**src/rtl/diff_core_pkg.sv**
```systemverilog
// Shared types for the feature-map layer sequencer: the layer descriptor and the sequencer FSM states.
package diff_core_pkg;

    typedef struct packed {
        logic [7:0] w;
        logic [7:0] h;
        logic [7:0] c;
        logic       kernal_mode;
        logic       bit_mode;
    } layer_desc_t;

    typedef enum logic [1:0] {
        ST_IDLE  = 2'd0,
        ST_ISSUE = 2'd1,
        ST_RUN   = 2'd2,
        ST_DRAIN = 2'd3
    } seq_state_t;

endpackage

```
**src/rtl/fm_desc_fifo.sv**
```systemverilog
// Synchronous descriptor FIFO; a push is still taken while full if a pop happens in the same cycle.
module fm_desc_fifo
    import diff_core_pkg::*;
#(
    parameter int DEPTH = 4
) (
    input  logic        clk,
    input  logic        rst_n,
    input  logic        push,
    input  logic        pop,
    input  layer_desc_t din,
    output layer_desc_t dout,
    output logic        full,
    output logic        empty
);

    localparam int AW = $clog2(DEPTH);

    layer_desc_t     mem [DEPTH];
    logic [AW:0]     wr_ptr;
    logic [AW:0]     rd_ptr;
    logic            do_push;
    logic            do_pop;

    assign empty   = (wr_ptr == rd_ptr);
    assign full    = (wr_ptr[AW] != rd_ptr[AW]) && (wr_ptr[AW-1:0] == rd_ptr[AW-1:0]);
    assign do_pop  = pop && !empty;
    assign do_push = push && (!full || do_pop);
    assign dout    = mem[rd_ptr[AW-1:0]];

    always_ff @(posedge clk or negedge rst_n) begin
        if (!rst_n) begin
            wr_ptr <= '0;
            rd_ptr <= '0;
        end else begin
            if (do_push) wr_ptr <= wr_ptr + (AW+1)'(1);
            if (do_pop)  rd_ptr <= rd_ptr + (AW+1)'(1);
        end
    end

    // Storage carries data only, so it is left out of reset.
    always_ff @(posedge clk) begin
        if (do_push) mem[wr_ptr[AW-1:0]] <= din;
    end

endmodule

```
**src/rtl/fm_layer_seq.sv**
```systemverilog
// Layer sequencer: queues layer descriptors, hands each to the guard controller and paces its psum beats.
// Optional DRAIN watchdog enabled by defining FM_SEQ_WDOG_EN.
module fm_layer_seq
    import diff_core_pkg::*;
#(
    parameter int DESC_DEPTH  = 4,
    parameter int WDOG_CYCLES = 1024
) (
    input  logic       clk,
    input  logic       rst_n,
    input  logic       desc_valid,
    output logic       desc_ready,
    input  logic [7:0] desc_w,
    input  logic [7:0] desc_h,
    input  logic [7:0] desc_c,
    input  logic       desc_kernal_mode,
    input  logic       desc_bit_mode,
    output logic       ctrl_valid,
    input  logic       ctrl_ready,
    input  logic       ctrl_finish,
    output logic [7:0] w_num_o,
    output logic [7:0] h_num_o,
    output logic [7:0] c_num_o,
    output logic       kernal_mode_o,
    output logic       bit_mode_o,
    input  logic       psum_src_valid,
    output logic       psum_almost_valid,
    output logic       busy,
    output logic       layer_done,
    output logic [7:0] layer_cnt,
    output logic       err_wdog
);

    if (DESC_DEPTH < 2 || (DESC_DEPTH & (DESC_DEPTH - 1)) != 0) begin : g_bad_depth
        $error("DESC_DEPTH must be a power of two and at least 2");
    end
    if (WDOG_CYCLES < 1) begin : g_bad_wdog
        $error("WDOG_CYCLES must be at least 1");
    end

    layer_desc_t desc_in;
    layer_desc_t head;
    layer_desc_t cfg_q;
    layer_desc_t cfg_out;
    seq_state_t  state_q;
    seq_state_t  state_d;
    logic [7:0]  bw_q;
    logic [7:0]  bh_q;
    logic [7:0]  bc_q;
    logic        fifo_full;
    logic        fifo_empty;
    logic        push;
    logic        pop;
    logic        strobe;
    logic        last_beat;
    logic        finish_hit;
    logic        wdog_hit;

    assign desc_in = '{w: desc_w, h: desc_h, c: desc_c,
                       kernal_mode: desc_kernal_mode, bit_mode: desc_bit_mode};

    // A pop frees a slot in the same cycle, so a full queue can still accept.
    assign pop        = ctrl_valid && ctrl_ready;
    assign desc_ready = !fifo_full || pop;
    assign push       = desc_valid && desc_ready;

    fm_desc_fifo #(
        .DEPTH (DESC_DEPTH)
    ) u_fifo (
        .clk   (clk),
        .rst_n (rst_n),
        .push  (push),
        .pop   (pop),
        .din   (desc_in),
        .dout  (head),
        .full  (fifo_full),
        .empty (fifo_empty)
    );

    assign ctrl_valid        = (state_q == ST_ISSUE);
    assign strobe            = (state_q == ST_RUN) && psum_src_valid;
    assign psum_almost_valid = strobe;
    assign last_beat         = strobe && (bw_q == 8'd0) && (bh_q == 8'd0) && (bc_q == 8'd0);
    assign finish_hit        = (state_q == ST_DRAIN) && ctrl_finish;
    assign layer_done        = finish_hit;
    assign busy              = (state_q != ST_IDLE) || !fifo_empty;

    assign cfg_out       = ctrl_valid ? head : cfg_q;
    assign w_num_o       = cfg_out.w;
    assign h_num_o       = cfg_out.h;
    assign c_num_o       = cfg_out.c;
    assign kernal_mode_o = cfg_out.kernal_mode;
    assign bit_mode_o    = cfg_out.bit_mode;

    always_comb begin
        state_d = state_q;
        case (state_q)
            ST_IDLE:  if (!fifo_empty) state_d = ST_ISSUE;
            ST_ISSUE: if (ctrl_ready)  state_d = ST_RUN;
            ST_RUN:   if (last_beat)   state_d = ST_DRAIN;
            ST_DRAIN: if (finish_hit || wdog_hit) state_d = ST_IDLE;
            default:  state_d = ST_IDLE;
        endcase
    end

    always_ff @(posedge clk or negedge rst_n) begin
        if (!rst_n) begin
            state_q   <= ST_IDLE;
            cfg_q     <= '0;
            bw_q      <= 8'd0;
            bh_q      <= 8'd0;
            bc_q      <= 8'd0;
            layer_cnt <= 8'd0;
        end else begin
            state_q <= state_d;
            if (pop) begin
                cfg_q <= head;
                bw_q  <= head.w;
                bh_q  <= head.h;
                bc_q  <= head.c;
            end else if (strobe) begin
                // Width is the innermost dimension, channel the outermost.
                if (bw_q != 8'd0) begin
                    bw_q <= bw_q - 8'd1;
                end else if (bh_q != 8'd0) begin
                    bw_q <= cfg_q.w;
                    bh_q <= bh_q - 8'd1;
                end else if (bc_q != 8'd0) begin
                    bw_q <= cfg_q.w;
                    bh_q <= cfg_q.h;
                    bc_q <= bc_q - 8'd1;
                end
            end
            if (finish_hit) layer_cnt <= layer_cnt + 8'd1;
        end
    end

`ifdef FM_SEQ_WDOG_EN
    localparam int WDOG_W = $clog2(WDOG_CYCLES + 1);

    logic [WDOG_W-1:0] wdog_cnt;
    logic              err_q;

    assign wdog_hit = (state_q == ST_DRAIN) && !ctrl_finish &&
                      (wdog_cnt == WDOG_W'(WDOG_CYCLES - 1));
    assign err_wdog = err_q;

    // Held at zero outside DRAIN so every DRAIN visit starts a fresh count.
    always_ff @(posedge clk or negedge rst_n) begin
        if (!rst_n) begin
            wdog_cnt <= '0;
            err_q    <= 1'b0;
        end else begin
            if (state_q != ST_DRAIN) wdog_cnt <= '0;
            else if (!wdog_hit)      wdog_cnt <= wdog_cnt + WDOG_W'(1);
            if (wdog_hit) err_q <= 1'b1;
        end
    end
`else
    assign wdog_hit = 1'b0;
    assign err_wdog = 1'b0;
`endif

endmodule

```
**config.mk**
```make
export PLATFORM = sky130hd
export DESIGN_NAME = fm_layer_seq
export DESIGN_NICKNAME = d
export VERILOG_FILES = /design/src/rtl/diff_core_pkg.sv /design/src/rtl/fm_desc_fifo.sv /design/src/rtl/fm_layer_seq.sv
export SDC_FILE = /design/constraint.sdc
export NUM_CORES = 1
export LEC_CHECK = 0
export BUFFER_PORTS_ARGS = -buffer_cell sky130_fd_sc_hd__buf_2
export CAP_MARGIN = 20
export CORE_ASPECT_RATIO = 0.7
export CORE_MARGIN = 1
export CORE_UTILIZATION = 40
export DETAILED_ROUTE_END_ITERATION = 7
export HOLD_SLACK_MARGIN = 0.06
export PLACE_DENSITY = 0.59
export SETUP_SLACK_MARGIN = 0.05
export SYNTH_ARGS = -nofsm -noshare
export SYNTH_HDL_FRONTEND = slang
export SYNTH_SLANG_ARGS = --single-unit
```
**constraint.sdc**
```tcl
create_clock -name clk -period 4.3 [get_ports clk]
set_clock_uncertainty 0.05 [all_clocks]
set_input_delay 0.645 -clock clk [delete_from_list [all_inputs] [get_ports clk]]
set_output_delay 0.645 -clock clk [all_outputs]
set_load 0.02 [all_outputs]
```
---- Word-level counts from Yosys, hierarchy flattened ----
Memory sizes are Yosys's and may differ from the RTL's.
Index checks and enable logic that the tools add are counted.
cells by class
  add/sub/neg operators ................... 6
  eq/ne operators ......................... 12
  muxes and demuxes ....................... 23
  reductions and logical operators ........ 31
operators by type and width
  kind                                                                   count
  8-bit 2-to-1 mux                                                       15
  26-bit 2-to-1 mux                                                      1
  8-bit zero test                                                        3
  8-bit nonzero test                                                     3
  8-bit by 1-bit subtractor with 8-bit output, second input constant     3
  1-bit logical AND                                                      10
  2-bit != test, second input constant                                   5
  8-bit by 1-bit adder with 8-bit output, second input constant          1
  2-bit 2-to-1 mux                                                       4
  2-bit one-hot mux with 4 select lines                                  1
  4-bit AND reduction                                                    2
  3-bit by 1-bit adder with 3-bit output, second input constant          2
  2-bit nonzero test                                                     3
  2-bit equality test, second input constant                             2
  4-bit nonzero test                                                     1
  3-bit equality test                                                    1
  1-bit logical OR                                                       3
  3-bit AND reduction                                                    1
  3-bit nonzero test                                                     1
  2-bit by 1-bit equality test with 1-bit output, second input constant  1
  2-bit equality test                                                    1
  1-bit zero test                                                        2
  2-bit zero test                                                        1
  1-bit 2-to-1 mux                                                       2
  other kinds (3)                                                        3
storage, ports and cells
  bits in registers ....................... 66
  bits in writable memories ............... 104
  output and inout bits ................... 40
  memories kept ........................... 1
memories
  name        words  bits a word  read ports  clocked after memory_dff  wr ports  line                text
  u_fifo.mem  4      26           1           0                         1         fm_desc_fifo.sv:19  layer_desc_t mem [DEPTH];

---- Logic depth before layout (Yosys ltp) ----
Gate-level depths: netlist of the first run.
  word-level depth ........................ 8
  depth in mapped cells ................... 9
  gate-level depth less buffers ........... 8

---- Modules after synthesis ----
A second synthesis of the first run with hierarchy kept.
unflattened totals
  cell total of the unflattened synthesis .. 570
  area total of the unflattened synthesis .. 7734.9 µm²
modules (own cells, without submodules)
  module        instances  cells an instance  area an instance (µm²)  seq. area each (µm²)
  fm_desc_fifo  1          182                4202.8                  3273.1
  fm_layer_seq  1          388                3532.1                  1501.4

---- Least setup slack after synthesis of the first run ----
No wires, ideal clock.
  kind .................................... reg2reg
  start ................................... register state_q[1]
  end ..................................... memory u_fifo.mem[3][0] (netlist bit) (enable)
  arrival ................................. 2393 ps
  data required time ...................... 3863 ps
  path slack .............................. 1470 ps
  stages on the path, launching flop included .. 7
  period minus slack after synthesis ...... 2830 ps
  path through ............................ dfrtp_1 inv_1 ha_1 clkbuf_1 nand2_1 nand4_1 and3_1
on the way
  longest elaborated chain between the ends .. 7
ends and longest elaborated chain
  element                                         line                 text
  start, declared                                 fm_layer_seq.sv:45   seq_state_t state_q;
  start signal, assigned                          fm_layer_seq.sv:115  state_q <= state_d;
  2-bit by 1-bit equality test with 1-bit output  fm_layer_seq.sv:80   assign ctrl_valid = (state_q == ST_ISSUE);
  via ctrl_valid                                  fm_layer_seq.sv:18   output logic ctrl_valid,
  1-bit logical AND                               fm_layer_seq.sv:63   assign pop = ctrl_valid && ctrl_ready;
  1-bit logical OR                                fm_layer_seq.sv:64   assign desc_ready = !fifo_full || pop;
  via desc_ready                                  fm_layer_seq.sv:12   output logic desc_ready,
  1-bit logical AND                               fm_layer_seq.sv:65   assign push = desc_valid && desc_ready;
  1-bit logical AND                               fm_desc_fifo.sv:28   assign do_push = push && (!full || do_pop);
  1-bit 2-to-1 mux                                fm_desc_fifo.sv:43   if (do_push) mem[wr_ptr[AW-1:0]] <= din;
  1-bit 2-to-1 mux (implied by the code)          fm_desc_fifo.sv:43
  end, declared                                   fm_desc_fifo.sv:19
The timed path passes the listed nets, and every way through them passes these cells.

---- Worst setup path after layout of the first run ----
  start ................................... register u_fifo.rd_ptr[0]
  end ..................................... output w_num_o[0]
on the way
  longest elaborated chain between the ends .. 2
ends and longest elaborated chain
  element                 line                text
  start, declared         fm_desc_fifo.sv:21  logic [AW:0] rd_ptr;
  start signal, assigned  fm_desc_fifo.sv:37  if (do_pop) rd_ptr <= rd_ptr + (AW+1)'(1);
  memory 4 x 26 bit       n/a
  26-bit 2-to-1 mux       fm_layer_seq.sv:88  assign cfg_out = ctrl_valid ? head : cfg_q;
  end, declared           fm_layer_seq.sv:21  output logic [7:0] w_num_o,
No other way between the ends.

==> results.ini, run 1 <==
[job]
cap_violations = 0

[global_route]
grt.total_usage_pct = 19.0
grt_max_degree = 43
antenna_found_initial = 0
grt_pass1_vias = 4744
grt_pass1_wl_um = 27800
grt-ovfl-total = 0

[routing]
via_count = 4749
drtPass1Iterations = 5
drc = 0
wl_met2_um = 7900
top_layer = met4
wl_met1_um = 8640
viasPerCell = 5.45
postRouteAntennaNets = 0
wl_per_cell_um = 20.0
dr.first_iter.drc_count = 364
drt_wl_total_um = 17400
wl_met3_um = 671

[timing]
setup_viol = 0
fin_crit_sh_pct = 76.7
rsz0062_at_grt = no
tns_ns = 0
worst_slack_ns = 1.00
hold_viol_final = 0
period_minus_slack_ns = 3.30
max_freq_ghz = 0.303
slew_headroom_pct = 35.1
worst_pin_slew_ns = 0.974
slew_violations = 0

[floorplanning]
ioPinCount = 72
core_area_um2 = 18300
dieArea_um2 = 19600
rows = 41
dieWidth_um = 167
start_util_pct = 41.5
die_h_um = 117

[power_and_ir_drop]
power_frac_comb_pct = 38.0
seqPwrFrac_pct = 39.9
p_leak_uw = 0.00352
power_density_nw_per_um2 = 773
ir_drop_uv = 258
switchingPower_uw = 2640
pwr-share-clk_pct = 22.1
power.internal_uw = 4200
swShare_pct = 38.5

[synthesis]
avgSynthCellArea_um2 = 13.9
syn-num-nets = 596
yosys.area.top_type = edfxtp_1
synth_seq_area_share_pct = 62.8
synth_top_area_share_pct = 41.0
synth_edf_count = 104
synth.area.top_cells = edfxtp_1 (41%), dfrtp_1 (22%), mux4_2 (7.7%)
async_flop_share_pct = 38.8
synth_area_um2 = 7610
yosysWarningCount = 0
yosys_most_used_dff = edfxtp_1
syn_inst = 547
synth_seq_cells = 170
synth_cell_types = 61

[clocking]
h-tree-depth = 4
cts_buffers = 17
clk_pin_slew_ns = 0.07
cts_tree = built
cts-root-buf = clkbuf_16
clk-insertion-delay-late_ns = 0.43
clkSinkCount = 170
clk_path_buf_depth = 2

[worst_setup_path]
path_max_fanout = 29
end_kind = primary output
cp_data_arrival_time_ns = 2.60
startpoint_type = flip-flop
cp.required_ns = 3.61
criticalPathCategory = reg2out

[placement]
dp_cells = 838
io_buffers = 70
dp_slack_ns = 1.40
hpwl_um = 11800
gp_routability_congestion = 0.862

[final_layout]
nNetsFinal = 672
area_growth_pct = 16.2
final_cells = 872
fillCellCount = 1543
drive_above_1_share_pct = 27.7
n_antenna_cell = 0

[status]
status = completed

[worst_hold_path]
hold_class = in2reg

[logic make-up after synthesis]
family,share of synthesized area [%]
other,0.0493
buffers and inverters,2.09
DFF,62.8
AOI/OAI and AO/OA,5.48
muxes,12.5
and+or+nand+nor,11.4
xor gates and xnor gates,2.88
adders and majority gates,2.80
[metrics by stage]
step,cell area (µm²),total power (µW),util (%),hold WS (ns)
floorplan,7610,4500,-,0.299
global placement,8230,5290,44.9,0.403
detailed placement,8230,5350,44.9,0.407
CTS,8810,6880,48.1,0.357
global route,8840,7240,48.3,0.363
finish,8840,6840,48.3,0.377
[cell usage after synthesis, types with 5 or more instances]
cell	count
o21ai_0	9
mux2_2	30
a21oi_1	5
nand3_1	11
ha_1	17
nand2_1	89
clkbuf_1	16
nor2_1	19
inv_1	15
nand4_1	8
xnor2_1	17
and3_1	5
o211ai_1	5
edfxtp_1	104
mux4_2	26
and2_1	8
o21ai_1	5
a31oi_1	5
xor2_1	8
dfrtp_1	66
nor3_1	11
[flip-flops by register name, summed over array words and instances (netlist names), 3 cells and up]
| signal | flops |
|---|---|
| u_fifo.mem | 104 |
| cfg_q | 26 |
| bc_q | 8 |
| bh_q | 8 |
| bw_q | 8 |
| layer_cnt | 8 |
| u_fifo.rd_ptr | 3 |
| u_fifo.wr_ptr | 3 |
[power by group through the flow]
stage | combinational, µW | clock [µW] | sequential, µW
5_1_grt | 2830 | 1610 | 2800
3_3_place_gp | 2550 | 0 | 2740
3_5_place_dp | 2590 | 0 | 2750
4_1_cts | 2610 | 1540 | 2730
6_report | 2600 | 1510 | 2730
2_1_floorplan | 1950 | 0 | 2550
[final cells by class]
cell class                 instances  area [µm²]  share of cell area (%)
sequential                       170        4780                    54.0
multi-input combinational        337        2680                    30.3
timing repair buffer              82         455                    5.15
clock buffer                      18         429                    4.85
tap                              236         295                    3.34
clock inverter                    14         154                    1.74
inverter                          15        56.3                   0.637
[final timing paths]
| path | startpoint | to | slack [ns] | cells past startpoint |
|---|---|---|---|---|
| setup reg to reg | state_q[1] | bw_q[7] | 1.49 | 8 |
| hold reg to reg | layer_cnt[7] | layer_cnt[7] | 0.41 | 1 |
| setup / recovery | u_fifo.rd_ptr[0] | w_num_o[0] | 1.00 | 3 |
| max in group asynchronous | rst_n | bh_q[1] | 2.83 | 4 |
| hold / removal | desc_c[2] | u_fifo.mem[3][4] | 0.38 | 1 |
| min in group asynchronous | rst_n | layer_cnt[6] | 0.51 | 2 |
[repair_timing]
action,4_1_cts,5_1_grt
resized for setup,0,0
buffers inserted,0,0
hold buffers,0,1
endpoints found under the hold margin,0,5
[cells in the final DEF, fill, tap and decap left out, types with 3 or more instances in the layout]
cell type	Yosys	routed
inv_1	15	15
o21ai_0	9	9
o2111ai_1	4	4
o21ai_1	5	5
a31oi_1	5	5
xor2_1	8	8
mux2_2	30	30
and2_1	8	8
edfxtp_1	104	104
nor2_1	19	19
clkbuf_16	0	17
nor3_1	11	11
nand2_1	89	89
o31ai_1	3	3
ha_1	17	17
nand4_1	8	8
inv_8	0	3
dfrtp_1	66	65
nor4_1	3	3
buf_4	1	10
xnor2_1	17	17
clkinv_4	0	3
o211ai_1	5	5
mux4_2	26	26
nor3b_1	3	3
inv_6	0	4
nand3_1	11	11
a21o_1	4	4
a21oi_1	5	5
buf_2	4	70
and3_1	5	5
[metal layers]
layer  GRT usage (%)  vias to the layer above
met5               0                        -
met4            5.90                        0
met3            4.02                       17
met2            28.1                      102
met1            27.9                     2430
li1                -                     2200
[critical path: stages (launching register included)]
cell,delay (ns)
dfrtp_2,1.00
mux4_2,0.67
mux2_2,0.32
buf_2,0.16
No activity file was read; power rests on OpenSTA's default activity.
==> inputs of run 2 (changes only) <==
--- a/config.mk
+++ b/config.mk
@@ -5,6 +5,7 @@
 export SDC_FILE = /design/constraint.sdc
 export NUM_CORES = 1
 export LEC_CHECK = 0
+export ABC_AREA = 1
 export BUFFER_PORTS_ARGS = -buffer_cell sky130_fd_sc_hd__buf_2
 export CAP_MARGIN = 20
 export CORE_ASPECT_RATIO = 0.7
@@ -12,7 +13,7 @@
 export CORE_UTILIZATION = 40
 export DETAILED_ROUTE_END_ITERATION = 7
 export HOLD_SLACK_MARGIN = 0.06
-export PLACE_DENSITY = 0.59
+export PLACE_DENSITY = 0.58
 export SETUP_SLACK_MARGIN = 0.05
 export SYNTH_ARGS = -nofsm -noshare
 export SYNTH_HDL_FRONTEND = slang
==> constraint.sdc (replaced) <==
create_clock -name clk -period 3.05 [get_ports clk]
set_clock_uncertainty 0.05 [all_clocks]
set_input_delay 0.4575 -clock clk [delete_from_list [all_inputs] [get_ports clk]]
set_output_delay 0.4575 -clock clk [all_outputs]
set_load 0.02 [all_outputs]
==> run 2 against run 1 <==
Register-to-register slack lost 0.68 ns. Die area rose by 3.3%. Global-route usage grew 0.61 points. Largest cell class unchanged. Combinational power up 70%.
==> results.ini, run 2 <==
[status]
status = completed  ; unchanged

[clocking]
cts_tree = built  ; unchanged
cts-root-buf = clkbuf_16  ; unchanged
clkSinkCount = 170  ; unchanged
cts-resized-gates = 0  ; unchanged
clk_path_buf_depth = 2  ; unchanged
h-tree-depth = 4  ; unchanged
clk_pin_slew_ns = 0.08  ; was 0.07 ns
post-cts-setup-buffer-count = 0  ; unchanged
cts_buffers = 17  ; unchanged
clk-insertion-delay-late_ns = 0.44  ; was 0.43 ns

[worst_setup_path]
r2r_cells = 6  ; was 8
worstReg2RegStart = u_fifo.rd_ptr[0]  ; was state_q[1]
cp.required_ns = 2.54  ; was 3.61 ns
end_kind = primary output  ; unchanged
startpoint_type = flip-flop  ; unchanged
cp_data_arrival_time_ns = 2.31  ; was 2.60 ns
r2r-end = u_fifo.mem[2][6]  ; was bw_q[7]
path_max_fanout = 54  ; was 29
timing.reg2reg.setup_slack_ns = 0.81  ; was 1.49 ns
criticalPathCategory = reg2out  ; unchanged

[synthesis]
synth_most_common_cell = nand2_1  ; was edfxtp_1
synth_seq_area_share_pct = 60.7  ; was 62.8%
synth_seq_cells = 170  ; unchanged
synth_edf_count = 104  ; unchanged
syn-num-nets = 860  ; was 596
synth.area.mux_share_pct = 0  ; was 12.5%
synth_fa_ha_area_share_pct = 2.71  ; was 2.80%
yosys_most_used_dff = edfxtp_1  ; unchanged
synth-simple-area-share_pct = 18.2  ; was 11.4%
syn_inst = 811  ; was 547
avgSynthCellArea_um2 = 9.69  ; was 13.9 µm²
synth_top_area_share_pct = 39.7  ; was 41.0%
synth_area_um2 = 7860  ; was 7610 µm²
synth_compound_area_share_pct = 10.9  ; was 5.48%
synth_cell_types = 35  ; was 61
synth_top_family_by_area = simple AND/OR/NAND/NOR gates  ; was multiplexers
ys_top_cells_by_count = nand2_1 (188), o21ai_0 (120), edfxtp_1 (104)  ; was edfxtp_1 (104), nand2_1 (89), dfrtp_1 (66)
synth-xor-area-share_pct = 1.78  ; was 2.88%
yosys.area.top_type = edfxtp_1  ; unchanged
async_flop_share_pct = 38.8  ; unchanged
yosysWarningCount = 0  ; unchanged
synth.area.top_cells = edfxtp_1 (40%), dfrtp_1 (21%), nand2_1 (9.0%)  ; was edfxtp_1 (41%), dfrtp_1 (22%), mux4_2 (7.7%)

[timing]
tns_ns = 0  ; unchanged
slew_headroom_pct = 56.3  ; was 35.1%
period_minus_slack_ns = 2.82
rsz0062_at_grt = no  ; unchanged
slew_violations = 0  ; unchanged
max_freq_ghz = 0.355
setup_viol = 0  ; unchanged
worst_pin_slew_ns = 0.656  ; was 0.974 ns
fin_crit_sh_pct = 92.3
hold_viol_final = 0  ; unchanged

[final_layout]
n_antenna_cell = 0  ; unchanged
fillCellCount = 1792  ; was 1,543
layout_common_cells = nand2_1 (188), o21ai_0 (120), edfxtp_1 (104)  ; was edfxtp_1 (104), nand2_1 (89), buf_2 (70)
largest_reg_flops = 104  ; unchanged
fin_area_um2 = 9160  ; was 8840 µm²
drive_above_1_share_pct = 16.5  ; was 27.7%
final_common_cell = nand2_1  ; was edfxtp_1
area_growth_pct = 16.5  ; was 16.2%
nNetsFinal = 935  ; was 672

[job]
cap_violations = 0  ; unchanged

[placement]
post_dp_cell_area_um2 = 8540  ; was 8230 µm²
gp_routability_congestion = 0.827  ; was 0.862
hpwl_um = 12800  ; was 11,800 µm
io_buffers = 70  ; unchanged

[global_route]
grt.total_usage_pct = 19.6  ; was 19.0%
grt_pass1_vias = 5205  ; was 4,744
grt-ovfl-total = 0  ; unchanged
grt_pass1_wl_um = 29300  ; was 27,800 µm
antenna_found_initial = 0  ; unchanged
grt_max_degree = 61  ; was 43

[routing]
dr.first_iter.drc_count = 573  ; was 364
top_layer = met4  ; unchanged
via_count = 5742  ; was 4,749
drc = 0  ; unchanged
wl_met2_um = 7490  ; was 7900 µm
drtPass1Iterations = 5  ; unchanged
drt_wl_total_um = 18600  ; was 17,400 µm
postRouteAntennaNets = 0  ; unchanged
wl_met1_um = 9940  ; was 8640 µm
wl_met3_um = 1030  ; was 671 µm
viasPerCell = 4.94  ; was 5.45
wl_per_cell_um = 16.0  ; was 20.0 µm

[worst_hold_path]
holdCritStartpoint = desc_c[6]  ; was desc_c[2]
hold_path_depth = 1  ; unchanged
hold_class = in2reg  ; unchanged
holdPathEnd = u_fifo.mem[0][8]  ; was u_fifo.mem[3][4]

[floorplanning]
core_area_um2 = 19100  ; was 18,300 µm²
ioPinCount = 72  ; unchanged
rows = 42  ; was 41
die_h_um = 119  ; was 117 µm
dieArea_um2 = 20200  ; was 19,600 µm²
start_util_pct = 41.2  ; was 41.5%
dieWidth_um = 170  ; was 167 µm

[power_and_ir_drop]
p_leak_uw = 0.00393  ; was 0.00352 µW
p_total_uw = 10100  ; was 6840 µW
ir_drop_uv = 443  ; was 258 µV
power_density_nw_per_um2 = 1100  ; was 773 nW/µm²

run 2: cell count changes after synthesis, sizes merged, moves of 8 or more:
cell | previous run | this run
nand3 | 11 | 46
nand2 | 90 | 195
inv | 15 | 75
nor2 | 19 | 90
o21ai | 14 | 125
mux4 | 26 | 0
o22ai | 0 | 22
and2 | 8 | 0
xnor2 | 17 | 6
nor3 | 11 | 3
mux2 | 31 | 0
run 2: through the flow:
| stage | std cells | hold WS [ns] | util (%) | setup slack (ns) |
|---|---|---|---|---|
| floorplan | 811 | 0.112 | - | -0.134 |
| global placement | 1130 | 0.406 | 44.8 | 0.753 |
| detailed placement | 1130 | 0.412 | 44.8 | 0.722 |
| CTS | 1163 | 0.173 | 48.0 | 0.237 |
| global route | 1163 | 0.164 | 48.0 | 0.0691 |
| finish | 1163 | 0.185 | 48.0 | 0.234 |
run 2: how the worst max path moves through the flow:
stage	slack (ns)	depth (start not counted)	end	startpoint
detailed placement	0.72	7	h_num_o[7]	u_fifo.rd_ptr[0]
finish	0.23	6	h_num_o[3]	u_fifo.rd_ptr[0]
global route	0.07	6	h_num_o[3]	u_fifo.rd_ptr[0]
global placement	0.75	7	w_num_o[0]	u_fifo.rd_ptr[0]
floorplan	-0.13	8	u_fifo.mem[0][0]	state_q[1]
CTS	0.24	7	h_num_o[7]	u_fifo.rd_ptr[0]
run 2: final cells by class:
class                      instances  area (µm²)  share of cell area (%)
multi-input combinational        533        2660                    29.0
clock inverter                    14         155                    1.69
clock buffer                      18         450                    4.92
tap                              264         330                    3.61
timing repair buffer              89         508                    5.55
sequential                       170        4770                    52.1
inverter                          75         282                    3.07
run 2: layer usage:
metal,global-route usage (%),vias up
met5,0,-
met4,4.45,0
met3,5.08,16
met2,25.5,132
met1,31.7,2735
li1,-,2859
run 2: where the power goes:
group	internal (µW)	total, µW	switching, µW
clock network	1140	2170	1020
registers	3190	3520	328
logic	1370	4420	3040
total	5700	10100	4400
run 2: repair_timing:
action                                 CTS  global route
setup endpoints to repair                0             0
endpoints found under the hold margin   23             0
hold buffers                             1             0
run 2: kinds of logic (layout without fill, tap and decap cells):
family | count (synthesis) | in the layout
compound gates | 158 | 158
xor+xnor | 16 | 16
fa+ha+maj | 17 | 17
buf+inv | 108 | 196
flops | 170 | 170
other cells | 1 | 1
simple gates | 341 | 341
run 2: worst max-delay path, stage by stage, from the launching register on:
cell	delay, ns
dfrtp_1	0.36
buf_4	0.47
o21ai_0	0.17
o22ai_1	0.37
nand2_1	0.09
o21ai_0	0.16
buf_2	0.24
